**src/rtl/sccb_write_master_if.sv**
```systemverilog
// -----------------------------------------------------------------------------
// sccb_write_master_if
//  Request / pad-control bundle for sccb_write_master.
//  master modport : seen from the write master (requests in, pad enables out)
//  slave modport  : seen from the requester / pad side
//  Signals:
//   start     request strobe, accepted only while busy=0
//   dev_addr  7-bit slave address (R/W bit is always 0)
//   reg_addr  register address byte
//   wr_data   register data byte
//   sda_in    synchronised SDA pad level, used for ACK sampling
//   scl_oe    1 = pull SCL low
//   sda_oe    1 = pull SDA low
//   busy      transaction in progress
//   done      one-cycle pulse at the end of every transaction
//   ack_err   sticky NACK flag, cleared when the next request is accepted
// -----------------------------------------------------------------------------
interface sccb_write_master_if;
   logic       start;
   logic [6:0] dev_addr;
   logic [7:0] reg_addr;
   logic [7:0] wr_data;
   logic       sda_in;
   logic       scl_oe;
   logic       sda_oe;
   logic       busy;
   logic       done;
   logic       ack_err;

   modport master (
      input  start,
      input  dev_addr,
      input  reg_addr,
      input  wr_data,
      input  sda_in,
      output scl_oe,
      output sda_oe,
      output busy,
      output done,
      output ack_err
   );

   modport slave (
      output start,
      output dev_addr,
      output reg_addr,
      output wr_data,
      output sda_in,
      input  scl_oe,
      input  sda_oe,
      input  busy,
      input  done,
      input  ack_err
   );
endinterface

```
**src/rtl/sccb_write_master.sv**
```systemverilog
// -----------------------------------------------------------------------------
// sccb_write_master
//  Performs one 3-phase SCCB/I2C register write per request:
//  START, {dev_addr,W}, ACK, reg_addr, ACK, wr_data, ACK, STOP.
//  Every protocol step is paced by the 400 kHz tick strobe, four ticks per
//  SCL bit, so SCL runs at 100 kHz. The pads are open drain: the block only
//  ever pulls a line low (oe=1) or releases it (oe=0).
//  Ports:
//   clk     system clock
//   reset   asynchronous, active-high reset; releases both lines at once
//   tick    one-cycle pacing strobe
//   bus     sccb_write_master_if.master (request, pad enables, status)
//  Parameter:
//   IGNORE_NACK  1: ACK slots are don't-care (SCCB style)
//                0: a NACK aborts to STOP and raises ack_err
// -----------------------------------------------------------------------------
module sccb_write_master #(
   parameter bit IGNORE_NACK = 1'b0
) (
   input  logic                        clk,
   input  logic                        reset,
   input  logic                        tick,
   sccb_write_master_if.master         bus
);

   typedef enum logic [2:0] {
      S_IDLE,
      S_START,
      S_BIT,
      S_ACK,
      S_STOP,
      S_DONE
   } state_t;

   state_t      state_reg;
   logic [1:0]  phase_reg;
   logic [23:0] shift_reg;
   logic [2:0]  bit_cnt_reg;
   logic [1:0]  byte_cnt_reg;
   logic        ack_sample_reg;
   logic        scl_oe_reg;
   logic        sda_oe_reg;
   logic        busy_reg;
   logic        done_reg;
   logic        ack_err_reg;

   assign bus.scl_oe  = scl_oe_reg;
   assign bus.sda_oe  = sda_oe_reg;
   assign bus.busy    = busy_reg;
   assign bus.done    = done_reg;
   assign bus.ack_err = ack_err_reg;

   always_ff @(posedge clk or posedge reset) begin
      if (reset) begin
         state_reg      <= S_IDLE;
         phase_reg      <= 2'd0;
         shift_reg      <= 24'd0;
         bit_cnt_reg    <= 3'd0;
         byte_cnt_reg   <= 2'd0;
         ack_sample_reg <= 1'b0;
         scl_oe_reg     <= 1'b0;
         sda_oe_reg     <= 1'b0;
         busy_reg       <= 1'b0;
         done_reg       <= 1'b0;
         ack_err_reg    <= 1'b0;
      end else begin
         done_reg <= 1'b0;

         case (state_reg)
            S_IDLE: begin
               scl_oe_reg <= 1'b0;
               sda_oe_reg <= 1'b0;
               // The done cycle is the tail of the previous transaction, so
               // a request arriving together with done is not taken.
               if (bus.start && !done_reg) begin
                  shift_reg    <= {bus.dev_addr, 1'b0, bus.reg_addr, bus.wr_data};
                  busy_reg     <= 1'b1;
                  ack_err_reg  <= 1'b0;
                  bit_cnt_reg  <= 3'd0;
                  byte_cnt_reg <= 2'd0;
                  phase_reg    <= 2'd0;
                  state_reg    <= S_START;
                  // A tick in this cycle is deliberately not consumed.
               end
            end

            S_START: begin
               if (tick) begin
                  case (phase_reg)
                     2'd0: begin
                        scl_oe_reg <= 1'b0;
                        sda_oe_reg <= 1'b0;
                        phase_reg  <= 2'd1;
                     end
                     2'd1: begin
                        // SDA falls while SCL is high: START condition.
                        sda_oe_reg <= 1'b1;
                        phase_reg  <= 2'd2;
                     end
                     default: begin
                        scl_oe_reg <= 1'b1;
                        phase_reg  <= 2'd0;
                        state_reg  <= S_BIT;
                     end
                  endcase
               end
            end

            S_BIT: begin
               if (tick) begin
                  case (phase_reg)
                     2'd0: begin
                        // SCL is already low here, so SDA may change.
                        scl_oe_reg <= 1'b1;
                        sda_oe_reg <= ~shift_reg[23];
                        phase_reg  <= 2'd1;
                     end
                     2'd1: begin
                        scl_oe_reg <= 1'b0;
                        phase_reg  <= 2'd2;
                     end
                     2'd2: begin
                        phase_reg  <= 2'd3;
                     end
                     default: begin
                        scl_oe_reg  <= 1'b1;
                        shift_reg   <= {shift_reg[22:0], 1'b0};
                        bit_cnt_reg <= bit_cnt_reg + 3'd1;
                        phase_reg   <= 2'd0;
                        if (bit_cnt_reg == 3'd7) begin
                           state_reg <= S_ACK;
                        end
                     end
                  endcase
               end
            end

            S_ACK: begin
               if (tick) begin
                  case (phase_reg)
                     2'd0: begin
                        // Release SDA so the slave can drive the ACK bit.
                        scl_oe_reg <= 1'b1;
                        sda_oe_reg <= 1'b0;
                        phase_reg  <= 2'd1;
                     end
                     2'd1: begin
                        scl_oe_reg <= 1'b0;
                        phase_reg  <= 2'd2;
                     end
                     2'd2: begin
                        // Mid-way through the SCL high time.
                        ack_sample_reg <= bus.sda_in;
                        phase_reg      <= 2'd3;
                     end
                     default: begin
                        scl_oe_reg <= 1'b1;
                        phase_reg  <= 2'd0;
                        if (ack_sample_reg && !IGNORE_NACK) begin
                           ack_err_reg <= 1'b1;
                           state_reg   <= S_STOP;
                        end else if (byte_cnt_reg == 2'd2) begin
                           state_reg <= S_STOP;
                        end else begin
                           byte_cnt_reg <= byte_cnt_reg + 2'd1;
                           state_reg    <= S_BIT;
                        end
                     end
                  endcase
               end
            end

            S_STOP: begin
               if (tick) begin
                  case (phase_reg)
                     2'd0: begin
                        // Park SDA low under a low SCL before the STOP edge.
                        scl_oe_reg <= 1'b1;
                        sda_oe_reg <= 1'b1;
                        phase_reg  <= 2'd1;
                     end
                     2'd1: begin
                        scl_oe_reg <= 1'b0;
                        phase_reg  <= 2'd2;
                     end
                     default: begin
                        // SDA rises while SCL is high: STOP condition.
                        sda_oe_reg <= 1'b0;
                        phase_reg  <= 2'd0;
                        state_reg  <= S_DONE;
                     end
                  endcase
               end
            end

            S_DONE: begin
               done_reg   <= 1'b1;
               busy_reg   <= 1'b0;
               scl_oe_reg <= 1'b0;
               sda_oe_reg <= 1'b0;
               phase_reg  <= 2'd0;
               state_reg  <= S_IDLE;
            end

            default: begin
               scl_oe_reg <= 1'b0;
               sda_oe_reg <= 1'b0;
               busy_reg   <= 1'b0;
               phase_reg  <= 2'd0;
               state_reg  <= S_IDLE;
            end
         endcase
      end
   end

endmodule

```
**src/flat_wrapper.sv**
```systemverilog
// flat-port wrapper written by rule: the top's interface ports become plain ports
module sccb_write_master_flat 
#(
   parameter bit IGNORE_NACK = 1'b0
)
  (clk, reset, tick, bus_start, bus_dev_addr, bus_reg_addr, bus_wr_data, bus_sda_in, bus_scl_oe, bus_sda_oe, bus_busy, bus_done, bus_ack_err);
  sccb_write_master_if bus_i ();
  input  logic clk;
  input  logic reset;
  input  logic tick;
  input wire logic [$bits(bus_i.start)-1:0] bus_start;
  input wire logic [$bits(bus_i.dev_addr)-1:0] bus_dev_addr;
  input wire logic [$bits(bus_i.reg_addr)-1:0] bus_reg_addr;
  input wire logic [$bits(bus_i.wr_data)-1:0] bus_wr_data;
  input wire logic [$bits(bus_i.sda_in)-1:0] bus_sda_in;
  output wire logic [$bits(bus_i.scl_oe)-1:0] bus_scl_oe;
  output wire logic [$bits(bus_i.sda_oe)-1:0] bus_sda_oe;
  output wire logic [$bits(bus_i.busy)-1:0] bus_busy;
  output wire logic [$bits(bus_i.done)-1:0] bus_done;
  output wire logic [$bits(bus_i.ack_err)-1:0] bus_ack_err;
  assign bus_i.start = bus_start;
  assign bus_i.dev_addr = bus_dev_addr;
  assign bus_i.reg_addr = bus_reg_addr;
  assign bus_i.wr_data = bus_wr_data;
  assign bus_i.sda_in = bus_sda_in;
  assign bus_scl_oe = bus_i.scl_oe;
  assign bus_sda_oe = bus_i.sda_oe;
  assign bus_busy = bus_i.busy;
  assign bus_done = bus_i.done;
  assign bus_ack_err = bus_i.ack_err;
  sccb_write_master #(.IGNORE_NACK(IGNORE_NACK)) u_core (.clk(clk), .reset(reset), .tick(tick), .bus(bus_i));
endmodule
```
**config.mk**
```make
export PLATFORM = sky130hd
export DESIGN_NAME = sccb_write_master_flat
export DESIGN_NICKNAME = d
export VERILOG_FILES = /design/src/rtl/sccb_write_master_if.sv /design/src/rtl/sccb_write_master.sv /design/src/flat_wrapper.sv
export SDC_FILE = /design/constraint.sdc
export NUM_CORES = 1
export LEC_CHECK = 0
export BUFFER_PORTS_ARGS = -buffer_cell sky130_fd_sc_hd__clkbuf_2
export CORE_UTILIZATION = 35
export DETAILED_ROUTE_END_ITERATION = 8
export SETUP_SLACK_MARGIN = 0.1
export SKIP_CTS_REPAIR_TIMING = 1
export SLEW_MARGIN = 20
export SYNTH_ARGS = -nofsm -noshare
export SYNTH_HDL_FRONTEND = slang
export SYNTH_SLANG_ARGS = --single-unit
```
**constraint.sdc**
```tcl
create_clock -name clk -period 2.1 [get_ports clk]
set_input_delay 0.315 -clock clk [delete_from_list [all_inputs] [get_ports clk]]
set_output_delay 0.315 -clock clk [all_outputs]
set_load 0.05 [all_outputs]
```
==> key figures <==
Logic synthesis
  – Synthesis-stage register bit count: 40
  – Syn nets: 245
  – Post-synth EDFFs: 0
  – Sequential area share after synthesis: 0.450
  – Top FF cell, synth: dfrtp_1
  – Cell taking the most area after synthesis: dfrtp_1
  – Post-synthesis mux area share: 0.139
  – Async SR Flop Fraction: 1.00
  – Top-count cell post-synth: dfrtp_1
  – Netlist cell types: 38
  – Synth area leaders: dfrtp_1 45%, mux2i_1 10%, a21oi_2 7.1%
  – Mapped Avg Cell Area: 10.7 sq um
  – Share of the synthesized area in the top cell type: 0.450
  – Synth Instances: 208
  – Synth Area in Compound Gates: 0.173
  – Simple-gate share of the synthesized area: 0.131
  – Syn. warnings: 0
  – Largest family of logic cells by synthesized area: compound AO/OA/AOI/OAI gates
  – Syn Std Cell Area: 2220 sq um
  – Adder-Cell Fraction of Synth Area: 0.0507
  – Post-Synth XOR/XNOR Area: 0.00394
  – Post-synth top cells: 40 x dfrtp_1, 28 x nor2_1, 23 x mux2i_1, 18 x a21oi_2, 10 x a21oi_1

Layout
  – # diodes: 0
  – Layout cells sized above 1: 0.311
  – Layout area overhead: 16.4%
  – Max reg flops: 24
  – Layout Nets: 280

Power and ir drop
  – P_leak: 1.26 nW
  – Sw Share: 0.404
  – Power, Total: 4.13 mW
  – Switching power: 1.67 mW
  – Seq pwr share: 0.321
  – Clock power share: 0.161
  – Cell Pwr Density: 1600 nW/um^2
  – Logic pwr share: 0.517
  – Int Power: 2.47 mW
  – Maximum vdd drop: 626 uV

Setup path
  – Crit Path Category: flop to flop
  – Crit Path Max Fanout: 12
  – CP Launch Type: flop
  – Top cell family by delay on the critical path: flip-flops
  – Crit path cell chain: nor2_1, nor3_1, a21oi_1, mux2_2
  – CP required: 2270 ps
  – Slowest CP cell: dfrtp_1
  – CP max stage delay: 510 ps
  – Nature of the critical path endpoint: flop
  – Crit path buf inv count: 0
  – Crit path arrival time: 1910 ps

Routing
  – Pre-antenna DRT Iters: 4
  – Routed vias/inst: 4.93
  – Avg WL per Cell: 13.4 um
  – Total vias in the final route: 1573
  – WL final: 4.26 mm
  – Drt initial violations: 56
  – Routed met3 length: 137 um
  – Drc violations: 0
  – DR top layer: met4
  – Wire length on met1: 2.11 mm
  – WL met2: 1.96 mm
  – Antenna viol nets, final: 0

Global route
  – First-pass GRT wire length: 7.00 mm
  – Largest net degree at the start of global routing: 45
  – Initial antenna violation count: 0
  – Total gr overflow: 0
  – Gr usage total: 0.139
  – Vias in the first global route: 1480

STA
  – RSZ-0062 raised after global routing: false
  – Final period util: 0.829
  – Final slew viol count: 0
  – Setup Skew: 13.0 ps
  – Fin. Hold Viols: 0
  – Slew headroom: 0.657
  – Fmax: 574 MHz
  – Final setup viols: 0
  – Fin crit period: 1740 ps
  – Worst Tran Pin Value: 515 ps
  – Setup_tns: 0 ps

Clock tree
  – Skew-Pair Late Insertion Delay: 290 ps
  – Clock Sinks: 40
  – Clk slew on worst S/H paths: 90 ps
  – TritonCTS clock tree: done
  – Clk buf depth: 2
  – Htree depth: 2
  – Clock root cell: clkbuf_8
  – CTS Buf Count: 5

Die
  – Rows: 28
  – Boundary Pins: 33
  – Initial core utilization: 0.369
  – Die height: 81.7 um
  – Die area: 6670 sq um
  – Die width: 81.7 um
  – Core Footprint: 6030 sq um

Place
  – Port bufs: 32
  – Hpwl dp: 2.98 mm
  – GPL Wtd Cong: 0.927

Flow run
  – Max Cap Violations: 0

Hold path
  – Hold WC Path Type: primary input to async pin

Outcome
  – Status: finished, final reports clean
==> placed cells by master, fill, tap and decap left out, drive strengths merged, types with 2 or more instances in the layout <==
cell type and count:
dfrtp 40, clkbuf 38, nor2 29, a21oi 28, mux2i 23, nand2 9, ha 9, mux2 7
inv 7, buf 7, o22ai 6, a22o 5, o21ai 4, nand2b 3, nand3b 3, nor3b 3
nor3 3, nand3 2, nor2b 2
==> worst paths after layout <==
path	cells after the start	startpoint	to	slack [ps]
setup / recovery	4	u_core.state_reg[1]	u_core.phase_reg[1]	360
hold / removal	3	reset	u_core.bus.sda_oe	120
setup reg to reg	4	u_core.state_reg[1]	u_core.phase_reg[1]	360
hold reg to reg	1	u_core.bit_cnt_reg[1]	u_core.bit_cnt_reg[1]	510
max in group asynchronous	3	reset	u_core.state_reg[0]	1620
min in group clk	2	bus_sda_in	u_core.ack_sample_reg	250
==> worst register-to-register path, cell delays in order (launching register included) <==
cell and delay (ps):
dfrtp_1 510, nor2_1 340, nor3_1 80, a21oi_1 300, mux2_2 380
==> kinds of logic after synthesis <==
logic type / after synthesis
muxes: 30
adders and majority gates: 9
AOI/OAI and AO/OA: 51
xor gates and xnor gates: 1
buffers and inverters: 18
and+or+nand+nor: 59
DFF: 40
==> final cells by class <==
type | count | area (sq um)
sequential | 40 | 1000
tap | 75 | 93.8
fill | 583 | 3440
inverter | 7 | 26.3
clock buffer | 6 | 82.6
clock inverter | 2 | 38.8
timing repair buffer | 39 | 238
multi-input combinational | 150 | 1110
==> power groups by stage <==
stage	combinational [mW]	sequential, mW	clock (mW)
2_1_floorplan	1.78	1.34	0
3_3_place_gp	2.11	1.33	0
3_5_place_dp	2.15	1.35	0
4_1_cts	2.16	1.33	0.690
5_1_grt	2.38	1.38	0.721
6_report	2.14	1.33	0.667
==> stage by stage <==
step / hold slack (ps) / instance area [sq um] / instances / util / setup slack, ps
final: 115 / 2590 / 319 / 0.429 / 358
after global routing: 180 / 2590 / 319 / 0.429 / 211
after CTS: 144 / 2590 / 319 / 0.429 / 363
after detailed placement: 470 / 2460 / 311 / 0.409 / 357
after global placement: 467 / 2460 / 311 / 0.409 / 393
after floorplan: 455 / 2220 / 208 / - / 407
==> routing by layer <==
metal / vias up / GRT usage
met1: 732 / 0.193
met2: 30 / 0.218
met3: 6 / 0.0300
met4: 0 / 0.0368
li1: 805 / -
met5: - / 0
No activity file was read; power rests on OpenSTA's default activity.
